<file path="config.mk">
export PLATFORM = sky130hd
export DESIGN_NAME = div_issue
export DESIGN_NICKNAME = d
export VERILOG_FILES = /design/src/rtl/div_pkg.sv /design/src/rtl/div_issue_fifo.sv /design/src/rtl/div_issue.sv
export SDC_FILE = /design/constraint.sdc
export NUM_CORES = 1
export LEC_CHECK = 0
export CORE_MARGIN = 4
export CORE_UTILIZATION = 45
export DETAILED_ROUTE_END_ITERATION = 8
export GPL_TIMING_DRIVEN = 0
export PLACE_DENSITY = 0.73
export SYNTH_ARGS = -nofsm -noshare
export SYNTH_HDL_FRONTEND = slang
export SYNTH_SLANG_ARGS = --single-unit
</file>
<file path="constraint.sdc">
create_clock -name clk -period 8.48 [get_ports clk]
set_input_delay 0.848 -clock clk [delete_from_list [all_inputs] [get_ports clk]]
set_output_delay 0.848 -clock clk [all_outputs]
set_load 0.01 [all_outputs]
</file>
<file path="src/rtl/div_pkg.sv">
// Shared definitions for the divider issue stage: div_op bit positions, in-flight FSM encoding
// and default tag width.
package div_pkg;

    localparam int unsigned XLEN          = 64;
    localparam int unsigned DIV_OP_W      = 3;
    localparam int unsigned DEFAULT_TAG_W = 6;

    localparam int unsigned DIV_OP_UNSIGNED = 0;
    localparam int unsigned DIV_OP_REM      = 1;
    localparam int unsigned DIV_OP_WORD     = 2;

    typedef enum logic [1:0] {
        StIdle   = 2'd0,
        StBusy   = 2'd1,
        StKilled = 2'd2
    } div_state_e;

endpackage

</file>
<file path="src/rtl/div_issue_fifo.sv">
// Pending-op FIFO for the divider issue stage. Pointers carry one extra wrap bit so that
// full and empty can be told apart when the index bits match.
module div_issue_fifo #(
    parameter int unsigned DEPTH = 2,
    parameter int unsigned WIDTH = 8
) (
    input  logic             clk,
    input  logic             rst,
    input  logic             push,
    input  logic             pop,
    input  logic             flush,
    input  logic [WIDTH-1:0] wdata,
    output logic [WIDTH-1:0] rdata,
    output logic             full,
    output logic             empty
);

    localparam int unsigned PTR_W = $clog2(DEPTH);

    logic [PTR_W:0]   wr_ptr_q, rd_ptr_q;
    logic [WIDTH-1:0] mem_q [DEPTH];
    logic             push_en, pop_en;

    assign empty   = (wr_ptr_q == rd_ptr_q);
    assign full    = (wr_ptr_q[PTR_W] != rd_ptr_q[PTR_W]) &&
                     (wr_ptr_q[PTR_W-1:0] == rd_ptr_q[PTR_W-1:0]);
    assign push_en = push && !full;
    assign pop_en  = pop && !empty;
    assign rdata   = mem_q[rd_ptr_q[PTR_W-1:0]];

    always_ff @(posedge clk or posedge rst) begin
        if (rst) begin
            wr_ptr_q <= '0;
            rd_ptr_q <= '0;
        end else if (flush) begin
            wr_ptr_q <= '0;
            rd_ptr_q <= '0;
        end else begin
            if (push_en) begin
                wr_ptr_q <= wr_ptr_q + {{PTR_W{1'b0}}, 1'b1};
            end
            if (pop_en) begin
                rd_ptr_q <= rd_ptr_q + {{PTR_W{1'b0}}, 1'b1};
            end
        end
    end

    // Storage needs no reset: entries are only visible between valid pointers.
    always_ff @(posedge clk) begin
        if (push_en && !flush) begin
            mem_q[wr_ptr_q[PTR_W-1:0]] <= wdata;
        end
    end

endmodule

</file>
<file path="src/rtl/div_issue.sv">
// Divider issue stage: queues ops, feeds one at a time to the divider, and holds one result
// for writeback. Optional last-result bypass cache enabled by macro DIV_BYPASS_EN.
module div_issue
    import div_pkg::*;
#(
    parameter int unsigned QUEUE_DEPTH = 2,
    parameter int unsigned TAG_W       = DEFAULT_TAG_W
) (
    input  logic                clk,
    input  logic                rst,
    input  logic                issue_valid,
    output logic                issue_ready,
    input  logic [XLEN-1:0]     issue_operand1,
    input  logic [XLEN-1:0]     issue_operand2,
    input  logic [DIV_OP_W-1:0] issue_div_op,
    input  logic [TAG_W-1:0]    issue_tag,
    input  logic                flush,
    output logic                div_req_valid,
    input  logic                div_req_ready,
    output logic [XLEN-1:0]     div_operand1,
    output logic [XLEN-1:0]     div_operand2,
    output logic [DIV_OP_W-1:0] div_op,
    input  logic                div_resp_valid,
    input  logic [XLEN-1:0]     div_resp_result,
    output logic                wb_valid,
    input  logic                wb_ready,
    output logic [XLEN-1:0]     wb_result,
    output logic [TAG_W-1:0]    wb_tag
);

    localparam int unsigned ENTRY_W = 2 * XLEN + DIV_OP_W + TAG_W;

    logic [ENTRY_W-1:0]  fifo_wdata, fifo_rdata;
    logic                fifo_full, fifo_empty, fifo_push, fifo_pop;
    logic [XLEN-1:0]     head_op1, head_op2;
    logic [DIV_OP_W-1:0] head_op;
    logic [TAG_W-1:0]    head_tag;

    div_state_e          state_q, state_d;
    logic [TAG_W-1:0]    tag_q;
    logic                wb_valid_q;
    logic [XLEN-1:0]     wb_result_q;
    logic [TAG_W-1:0]    wb_tag_q;

    logic                can_issue, req_fire, resp_accept;
    logic                cache_hit, bypass_pop, bypass_pend;
    logic [XLEN-1:0]     bypass_result;
    logic [TAG_W-1:0]    bypass_tag;

    assign fifo_wdata = {issue_operand1, issue_operand2, issue_div_op, issue_tag};
    assign {head_op1, head_op2, head_op, head_tag} = fifo_rdata;
    assign fifo_push  = issue_valid && issue_ready;
    assign fifo_pop   = req_fire || bypass_pop;

    div_issue_fifo #(
        .DEPTH (QUEUE_DEPTH),
        .WIDTH (ENTRY_W)
    ) u_fifo (
        .clk   (clk),
        .rst   (rst),
        .push  (fifo_push),
        .pop   (fifo_pop),
        .flush (flush),
        .wdata (fifo_wdata),
        .rdata (fifo_rdata),
        .full  (fifo_full),
        .empty (fifo_empty)
    );

    assign div_operand1 = head_op1;
    assign div_operand2 = head_op2;
    assign div_op       = head_op;

    always_ff @(posedge clk or posedge rst) begin
        if (rst) begin
            state_q <= StIdle;
        end else begin
            state_q <= state_d;
        end
    end

    // A response arriving with a flush is dropped and the divider is free again.
    always_comb begin
        state_d = state_q;
        case (state_q)
            StIdle:   if (req_fire) state_d = StBusy;
            StBusy: begin
                if (div_resp_valid) begin
                    state_d = StIdle;
                end else if (flush) begin
                    state_d = StKilled;
                end
            end
            StKilled: if (div_resp_valid) state_d = StIdle;
            default:  state_d = StIdle;
        endcase
    end

    // Only one op may occupy in-flight + result slot, so issue waits for an empty slot.
    always_comb begin
        issue_ready   = !rst && !fifo_full && !flush;
        can_issue     = !fifo_empty && (state_q == StIdle) && !wb_valid_q && !flush &&
                        !bypass_pend;
        div_req_valid = can_issue && !cache_hit;
        bypass_pop    = can_issue && cache_hit;
        req_fire      = div_req_valid && div_req_ready;
        resp_accept   = div_resp_valid && (state_q == StBusy) && !flush;
    end

    always_ff @(posedge clk or posedge rst) begin
        if (rst) begin
            tag_q <= '0;
        end else if (req_fire) begin
            tag_q <= head_tag;
        end
    end

    always_ff @(posedge clk or posedge rst) begin
        if (rst) begin
            wb_valid_q  <= 1'b0;
            wb_result_q <= '0;
            wb_tag_q    <= '0;
        end else if (flush) begin
            wb_valid_q  <= 1'b0;
        end else if (resp_accept) begin
            wb_valid_q  <= 1'b1;
            wb_result_q <= div_resp_result;
            wb_tag_q    <= tag_q;
        end else if (bypass_pend) begin
            wb_valid_q  <= 1'b1;
            wb_result_q <= bypass_result;
            wb_tag_q    <= bypass_tag;
        end else if (wb_valid_q && wb_ready) begin
            wb_valid_q  <= 1'b0;
        end
    end

    assign wb_valid  = wb_valid_q;
    assign wb_result = wb_result_q;
    assign wb_tag    = wb_tag_q;

`ifdef DIV_BYPASS_EN
    logic [XLEN-1:0]     infl_op1_q, infl_op2_q;
    logic [DIV_OP_W-1:0] infl_op_q;
    logic                cache_valid_q;
    logic [DIV_OP_W-1:0] cache_op_q;
    logic [XLEN-1:0]     cache_op1_q, cache_op2_q, cache_result_q;
    logic                bypass_pend_q;
    logic [TAG_W-1:0]    bypass_tag_q;

    always_ff @(posedge clk or posedge rst) begin
        if (rst) begin
            infl_op1_q <= '0;
            infl_op2_q <= '0;
            infl_op_q  <= '0;
        end else if (req_fire) begin
            infl_op1_q <= head_op1;
            infl_op2_q <= head_op2;
            infl_op_q  <= head_op;
        end
    end

    // Flush leaves the cache intact: a killed op does not invalidate an earlier result.
    always_ff @(posedge clk or posedge rst) begin
        if (rst) begin
            cache_valid_q  <= 1'b0;
            cache_op_q     <= '0;
            cache_op1_q    <= '0;
            cache_op2_q    <= '0;
            cache_result_q <= '0;
        end else if (resp_accept) begin
            cache_valid_q  <= 1'b1;
            cache_op_q     <= infl_op_q;
            cache_op1_q    <= infl_op1_q;
            cache_op2_q    <= infl_op2_q;
            cache_result_q <= div_resp_result;
        end
    end

    always_ff @(posedge clk or posedge rst) begin
        if (rst) begin
            bypass_pend_q <= 1'b0;
            bypass_tag_q  <= '0;
        end else begin
            bypass_pend_q <= bypass_pop;
            if (bypass_pop) begin
                bypass_tag_q <= head_tag;
            end
        end
    end

    assign cache_hit     = cache_valid_q && (head_op == cache_op_q) &&
                           (head_op1 == cache_op1_q) && (head_op2 == cache_op2_q);
    assign bypass_pend   = bypass_pend_q;
    assign bypass_result = cache_result_q;
    assign bypass_tag    = bypass_tag_q;
`else
    assign cache_hit     = 1'b0;
    assign bypass_pend   = 1'b0;
    assign bypass_result = '0;
    assign bypass_tag    = '0;
`endif

endmodule
</file>
# Word-level counts from Yosys, hierarchy flattened
# Memory sizes are Yosys's and may differ from the RTL's.
# Cells that the tools add are included.
# word_totals
register_bits	83
mem_bits_rw	274
input_bits	208
out_inout_bits	204
wordCells	58
mem_count	1
# classes
add_sub_neg	2
eq_ne	8
n_mux	14
bitwise	1
reduce_logical	25
# memory_table
name	depth	word_bits	read_ports	rd_clocked_by_memory_dff	write_ports	line_no	text
u_fifo.mem_q	2	137	1	0	1	div_issue_fifo.sv:21	logic [WIDTH-1:0] mem_q [DEPTH];
# ops
cell	n
$mux W2	8
$logic_and A1 B1 Y1	14
$pmux W2 S3	1
$logic_not A1 Y1	5
$mux W1	5
$add A2 B1 Y2 const B	2
$reduce_bool A2 Y1	2
$ne A3 B3 Y1 const B	1
$reduce_and A3 Y1	1
$reduce_bool A3 Y1	1
$eq A2 B1 Y1 const B	1
$eq A2 B2 Y1	1
$eq A2 B2 Y1 const B	1
$logic_not A2 Y1	1
$ne A2 B1 Y1 const B	1
$ne A2 B2 Y1 const B	1
$reduce_and A2 Y1	1
$eq A1 B1 Y1	1
$ne A1 B1 Y1	1
$not A1 Y1	1

# Longest topological paths before layout
# Gate-level depths: netlist of run 1.
# logic_depth
depth_word	10
ltp_mapped	5
ltp_nobuf	3

# Hierarchy
# A second synthesis of run 1 with hierarchy kept.
# unflattened
cells_unflattened	637
hier_area_um2	13212.7
# by_module_without_submodules
module	instances	cells_each	area_per_inst_um2	seq_area_each_um2
div_issue_fifo	1	459	10157.2	8328.0
div_issue	1	178	3055.4	1976.9

# Worst setup path before layout of run 1
# No wires, ideal clock.
# synth_timing
path_kind	input port to flip-flop
start	in flush
end	mem u_fifo.mem_q[0][0] (netlist name), enable pin
setup_time_ps	636
t_arrival_ps	7027
required_ps	7844
path_slack_ps	818
stages	3
path_buffers	0
path_cell_list	nor3b_1 a21bo_2 nor2_1
# synth_between
elab_chain_cells	7
# synth_lines
item	line_no	text
start: declaration	div_issue.sv:17	input logic flush,
$logic_not A1 Y1 (*)	div_issue_fifo.sv:50, div_issue.sv:101	
$logic_and A1 B1 Y1	div_issue.sv:101	issue_ready = !rst && !fifo_full && !flush;
$logic_and A1 B1 Y1	div_issue.sv:52	assign fifo_push = issue_valid && issue_ready;
$logic_and A1 B1 Y1	div_issue_fifo.sv:27	assign push_en = push && !full;
$logic_and A1 B1 Y1 (*)	div_issue_fifo.sv:50	if (push_en && !flush) begin
$mux W1 (*)	div_issue_fifo.sv:50	
$mux W1 (implied by the code) (*)	div_issue_fifo.sv:51	mem_q[wr_ptr_q[PTR_W-1:0]] <= wdata;
end: declaration	div_issue_fifo.sv:21	
# Every way passes the cells marked *; elsewhere a longest branch is shown, timed or not.

# Worst setup path after layout of run 1
# layout_timing
start	reg u_fifo.rd_ptr_q[0]
end	out div_operand1[29]
# layout_between
elab_chain_cells	1
# layout_lines
item	line_no	text
start: declaration	div_issue_fifo.sv:20	logic [PTR_W:0] wr_ptr_q, rd_ptr_q;
start signal: assignment	div_issue_fifo.sv:43	rd_ptr_q <= rd_ptr_q + {{PTR_W{1'b0}}, 1'b1};
$mem_v2 Z2 W137	--	
end: declaration	div_issue.sv:20	output logic [XLEN-1:0] div_operand1,
# Every way passes these cells.

==> impl_results.md, run 1 <==
- Post-DP HPWL: roughly 23000 um
- Hold path endpoint: wb_result[17]
- Pleak: between 7 and 8 nW
- Max Cap Viol: 0
- Comb pwr share: 0.252
- Min-delay src: wb_result[17]
- Fin cells: 1645
- Syn Nets: between 900 and 1000
- Peak supply drop: approximately 0.23 mV
- Final period utilization: 0.471
- Nets: 1428
- FF/Latch Area: 0.0103 mm^2
- CP max FO: 10
- Count of final hold-check violations: 0
- Tmin final: 3.99 ns
- Final max-slew violation count: 0
- Worst hold stages: 1
- Fin Setup TNS: 0 ns
- NetSw: 1.20 mW
- Crit. End Element: output pin
- Synth Cell Area: 0.0141 mm^2
- RSZ-0062 raised after global routing: no
- Worst Setup Start Kind: flop
- Synthesis-to-layout area growth: 42.4%
- Hold buffers post-CTS: 0
- Inst Count DP: 1576
- Status: finished clean
- F_max: ~250 MHz
- Worst setup path category: flop to output pin
- Worst-Skew Late Latency: roughly 0.5 ns
- Reg power frac: 0.435
- Commonest non-fill, non-tap cell in the layout: clkdlybuf4s50_1
- Fill count: roughly 2200
- Vias in the first global route: 8635
- Hold Path Class: flop to flop
- Tot Pwr: 5.07 mW
- Final WS setup: 4.49 ns
- Share of layout cells above drive strength 1: 0.348
- Reg-to-Reg Start: u_fifo.rd_ptr_q[1]
- CTS resizes: 0
- Worst EP required: 7.63 ns
- Synthesized area per cell: 18.5 um^2
- GRT Overall Usage: 0.179
- Clock root buffer: clkbuf_16
- First-pass GRT wire length: approximately 47000 um
- CTS Buffer Depth: 3
- Clk slew on worst S/H paths: 0.06 ns
- Pin count of the biggest net entering global routing: 89
- Multi-input gate area: 0.00267 mm^2
- Capturing point of the worst reg2reg path: u_fifo.mem_q[1][66]
- Top-Level Pins: 412
- Vias: 7846
- Initial antenna violation count: 2
- Post-synthesis cell count: 762
- Post-CTS Setup Bufs: 0
- Place WS: about 5 ns
- Core area: 0.0307 mm^2
- Switching share of power: 0.238
- Leading post-synthesis cells by cell area: edfxtp_1 58%, mux2_2 17%, dfrtp_1 15%
- Worst Skew: 0.00546 ns
- Die ar.: 0.0342 mm^2
- Post-synthesis cell type count: 28
- Die W: 185 um
- Flop-to-flop setup slack: 5.90 ns
- Post-route antenna net violation count: 0
- Num rows: 64
- Starting Density: 0.458
- CTS tree: built
- WL/cell: around 20 um
- Pint: 3.87 mW
- GR Overflow Total: 0
- Commonest cells after routing, fill and taps aside: 411 x clkdlybuf4s50_1, 274 x edfxtp_1, 216 x mux2_2
- Maximum level of the CTS H-tree: 2
- Sink Count: roughly 360
- DR DRC count: 0
- Worst EP arrival: 3.14 ns
- Number of synthesized register bits: around 360
- Pre-antenna DRT Iters: 4
- Setup violators final: 0
- Pwr Density: approximately 250 mW/mm^2
- Vias per Instance: 4.77
- Synth top area share: 0.584
- Clock share of power: 0.313
- Routed WL: 32100 um
- DR iter-0 viols: around 360
- Synth Warn #: 0
- Clock buffer count from CTS: 38
- Seq/Total Area, Yosys: 0.732
- Die height: 185 um
- Slew margin rel.: 0.473
- Cells on worst reg2reg path: 4
- PortBufs: around 410
- Synth area leader: edfxtp_1
- Final Wtd Congestion: 0.756
- Worst Max-Slew Pin Slew: 0.788 ns
==> cells in the mapped netlist <==
master,n
buf_2,20
mux2_2,216
o211ai_1,1
xnor2_2,1
nor3b_1,1
or3b_2,1
xnor2_1,1
a211o_1,1
mux2i_1,2
a21o_1,1
nor2b_1,1
nor2_1,6
a211oi_4,1
a2111oi_2,1
inv_1,4
a21bo_2,1
xor2_1,1
buf_4,131
nand2b_1,2
or3_2,1
a21oi_1,2
clkbuf_1,5
and4bb_2,1
or4_4,1
edfxtp_1,274
a211oi_1,1
nand2_1,1
dfrtp_1,83
==> worst max path at each step <==
| stage | start | to | slack (ns) | cells after the start |
|---|---|---|---|---|
| 4_1_cts | u_fifo.rd_ptr_q[0] | div_operand1[29] | 4.37 | 6 |
| 5_1_grt | u_fifo.rd_ptr_q[0] | div_operand1[29] | 4.32 | 6 |
| 3_5_place_dp | u_fifo.rd_ptr_q[0] | div_operand1[29] | 4.93 | 6 |
| 2_1_floorplan | flush | u_fifo.mem_q[0][0] | 0.82 | 3 |
| 6_report | u_fifo.rd_ptr_q[0] | div_operand1[29] | 4.49 | 6 |
| 3_3_place_gp | flush | u_fifo.mem_q[0][35] | -3.57 | 4 |
==> registers in the layout, summed over array words and instances, names as in the netlist <==
| name | cells |
|---|---|
| tag_q | 6 |
| state_q | 2 |
| u_fifo.rd_ptr_q | 2 |
| u_fifo.wr_ptr_q | 2 |
| u_fifo.mem_q | 274 |
| wb_result | 64 |
| wb_tag | 6 |
| wb_valid | 1 |
==> layout make-up <==
cell class | count | share of cell area
antenna | 3 | 0.000374
buffer | 156 | 0.0549
clock buffer | 56 | 0.0544
clock inverter | 10 | 0.00499
inverter | 4 | 0.00112
multi-input combinational | 245 | 0.133
sequential | 357 | 0.514
tap | 396 | 0.0247
timing repair buffer | 418 | 0.213
==> stage by stage <==
stage                util  area, um^2  hold slack [ns]
floorplan               -       14100            0.475
global placement    0.608       18700            0.489
detailed placement  0.614       18900            0.494
finish              0.653       20100            0.502
CTS                 0.652       20100            0.507
global route        0.652       20100            0.516
==> routing by layer <==
layer  track usage  wire (um)  up-vias
met2         0.317      16300      312
li1              -          -     3621
met4        0.0564        858        2
met1         0.199      11700     3859
met5             0         12        -
met3        0.0719       3280       52
==> logic make-up after synthesis <==
group           Yosys count  share of synthesized area
buf+inv                 160                     0.0793
simple gates             15                    0.00657
flops                   357                      0.732
mux                     218                      0.174
xor+xnor                  3                    0.00240
compound gates            9                    0.00613
==> power by group through the flow <==
stage / Sequential (mW) / Clock (mW) / Combinational [mW]
floorplan: 2.32 / 0 / 0.490
global placement: 2.24 / 0 / 1.27
detailed placement: 2.24 / 0 / 1.29
CTS: 2.21 / 1.64 / 1.30
global route: 2.23 / 1.71 / 1.36
finish: 2.21 / 1.59 / 1.28
==> worst max-delay path: stages, from the launching register on <==
cell and delay [ns]:
dfrtp_1 0.32, clkbuf_1 0.25, clkbuf_1 0.60, buf_2 0.43
mux2_2 0.41, buf_4 0.14, clkdlybuf4s50_1 0.48
(Power assumes the default switching activity.)
==> inputs of run 2 (changes only) <==
--- a/config.mk
+++ b/config.mk
@@ -6,7 +6,7 @@
 export NUM_CORES = 1
 export LEC_CHECK = 0
 export CORE_MARGIN = 4
-export CORE_UTILIZATION = 45
+export CORE_UTILIZATION = 43
 export DETAILED_ROUTE_END_ITERATION = 8
 export GPL_TIMING_DRIVEN = 0
 export PLACE_DENSITY = 0.73
==> constraint.sdc (replaced) <==
create_clock -name clk -period 3.3 [get_ports clk]
set_input_delay 0.33 -clock clk [delete_from_list [all_inputs] [get_ports clk]]
set_output_delay 0.33 -clock clk [all_outputs]
set_load 0.01 [all_outputs]
==> run 2 against run 1 <==
Clock-buffer cell count down 4. Clock power rose to 2.9 times the previous value. Core utilization down 2.4 points. Final cell count up 3.2%. Routed wire length up 2.7%. Combinational power rose to 2.6 times the previous value. Non-clock buffer count up 2. Worst hold slack worse by 0.31 ns.
==> impl_results.md, run 2 (same netlist as run 1, synthesis figures left out) <==
- Pre-antenna DRT Iters: 4 (unchanged)
- Post-DP HPWL: 24200 um (+5.4%)
- Worst setup path category: flop to output pin
- Sink Count: 357 (unchanged)
- Die height: 189 um (+2.2%)
- GRT Overall Usage: 0.179 (-0.000693)
- Vias: 7891 (+0.57%)
- Crit. End Element: output pin
- Die W: 189 um (+2.2%)
- Worst EP arrival: 2.75 ns (-0.39 ns)
- Pleak: 7.59 nW (+1.9%)
- DR DRC count: 0 (unchanged)
- CP max FO: 10 (unchanged)
- Hold buffers post-CTS: 0 (unchanged)
- Post-route antenna net violation count: 0 (unchanged)
- Min Hold Slack: 0.188 ns (-0.314 ns)
- Initial antenna violation count: 2 (unchanged)
- Post-CTS Setup Bufs: 0 (unchanged)
- Worst-Skew Late Latency: 0.52 ns (about the same)
- CTS Buffer Depth: 3 (unchanged)
- Final WS setup: 0.221 ns (-4.27 ns)
- F_max: 325 MHz
- Pwr Density: 668 mW/mm^2 (+160%)
- Nets: 1432 (+0.28%)
- Pin count of the biggest net entering global routing: 63 (-29%)
- Top-Level Pins: 412 (unchanged)
- Num rows: 66 (+3.1%)
- Largest register FFs: 274 (unchanged)
- Final max-slew violation count: 0 (unchanged)
- GR Overflow Total: 0 (unchanged)
- Fin cells: 1698 (+3.2%)
- First-pass GRT wire length: 49500 um (+4.5%)
- Clock buffer count from CTS: 40 (+5.3%)
- Share of layout cells above drive strength 1: 0.362 (+0.0142)
- Final period utilization: 0.933
- Clock root buffer: clkbuf_16
- Count of final hold-check violations: 0 (unchanged)
- PortBufs: 411 (unchanged)
- Tmin final: 3.08 ns
- Synthesis-to-layout area growth: 44.7%
- Worst Setup Start Kind: flop
- Setup violators final: 0 (unchanged)
- CTS tree: built
- Clk slew on worst S/H paths: 0.06 ns (about the same)
- Commonest cells after routing, fill and taps aside: 411 x clkdlybuf4s50_1, 274 x edfxtp_1, 216 x mux2_2
- WL/cell: 19.4 um (-0.51%)
- Vias in the first global route: 8687 (+0.60%)
- Maximum level of the CTS H-tree: 2 (unchanged)
- Routed WL: 32900 um (+2.7%)
- Core area: 0.0325 mm^2 (+5.5%)
- Worst EP required: 2.97 ns (-4.66 ns)
- Worst Skew: 0.0102 ns (+0.00478 ns)
- Inst Count DP: 1624 (+3.0%)
- RSZ-0062 raised after global routing: no
- Peak supply drop: 0.583 mV (+160%)
- Die ar.: 0.0357 mm^2 (+4.5%)
- Final Wtd Congestion: 0.748 (-0.98%)
- Status: finished clean
- Vias per Instance: 4.65 (-2.6%)
- Max Cap Viol: 0 (unchanged)
- Hold Path Class: input port to asynchronous set/reset pin
- Slew margin rel.: 0.416 (-0.0573)
- Worst Max-Slew Pin Slew: 0.874 ns (+0.0859 ns)
- Fill count: 2415 (+9.7%)
- Commonest non-fill, non-tap cell in the layout: clkdlybuf4s50_1
- Starting Density: 0.434 (-0.0241)
- Place WS: 0.200 ns (-4.73 ns)
- DR iter-0 viols: 297 (-16%)
-- run 2: cell count changes in the layout (fill, tap and decap cells not counted), moves of 3 or more --
cell | before | now
buf_12 | 5 | 8
bufinv_16 | 2 | 6
clkbuf_1 | 19 | 9
clkinv_2 | 2 | 7
-- run 2: final cells by class --
cell class / instances / area (um^2) / share of cell area
Sequential cell: 357 / 10300 / 0.505
Timing Repair Buffer: 420 / 4300 / 0.211
Multi-Input combinational cell: 245 / 2680 / 0.131
Clock buffer: 52 / 1140 / 0.0559
Buffer: 156 / 1110 / 0.0546
Tap cell: 442 / 553 / 0.0271
Clock inverter: 21 / 270 / 0.0133
Inverter: 4 / 21.3 / 0.00104
Antenna cell: 1 / 2.50 / 0.000123
-- run 2: through the flow --
step / power (mW) / util / instance area [um^2] / setup TNS (ns)
final: 13.6 / 0.628 / 20400 / 0
after global placement: 9.04 / 0.578 / 18800 / -557.12
after global routing: 14.2 / 0.628 / 20400 / 0
after floorplan: 7.20 / - / 14100 / -40.98
after CTS: 13.8 / 0.628 / 20400 / 0
after detailed placement: 9.11 / 0.584 / 19000 / 0
-- run 2: repair_timing --
item	in CTS	in global routing
pin swaps	0	0
cloned	0	0
gates resized for setup	3	4
hold endpoints to repair	0	0
setup endpoints to repair	129	54
-- run 2: path summary, 6_finish.rpt --
check | start | to | slack [ns] | depth (start not counted)
max | u_fifo.rd_ptr_q[0] | div_operand1[49] | 0.22 | 6
min | rst | tag_q[2] | 0.19 | 2
max reg2reg | u_fifo.rd_ptr_q[0] | u_fifo.mem_q[1][66] | 0.45 | 6
min reg2reg | tag_q[4] | tag_q[4] | 0.50 | 1
max in group asynchronous | rst | wb_result[9] | 2.51 | 3
min in group clk | issue_operand2[16] | u_fifo.mem_q[1][25] | 0.39 | 1
-- run 2: layer usage --
| metal | vias up | part of all wire | track usage |
|---|---|---|---|
| met5 | - | 0.00061 | 0 |
| met4 | 4 | 0.021 | 0.0440 |
| met3 | 51 | 0.10 | 0.0745 |
| met2 | 313 | 0.52 | 0.327 |
| li1 | 3641 | - | - |
| met1 | 3882 | 0.36 | 0.192 |
-- run 2: where the power goes --
part / internal [mW] / total, mW / leakage (nW) / switching [mW]
sequential: 5.41 / 5.68 / 3.54 / 0.270
clock: 2.92 / 4.63 / 0.697 / 1.72
combinational: 2.09 / 3.30 / 3.36 / 1.21
total: 10.4 / 13.6 / 7.59 / 3.20
-- run 2: critical path, cell delays in order (launching register included) --
cell and delay (ns):
dfrtp_1 0.32, clkbuf_1 0.26, clkbuf_4 0.31, buf_2 0.31, mux2_2 0.38, buf_4 0.13
clkdlybuf4s50_1 0.52
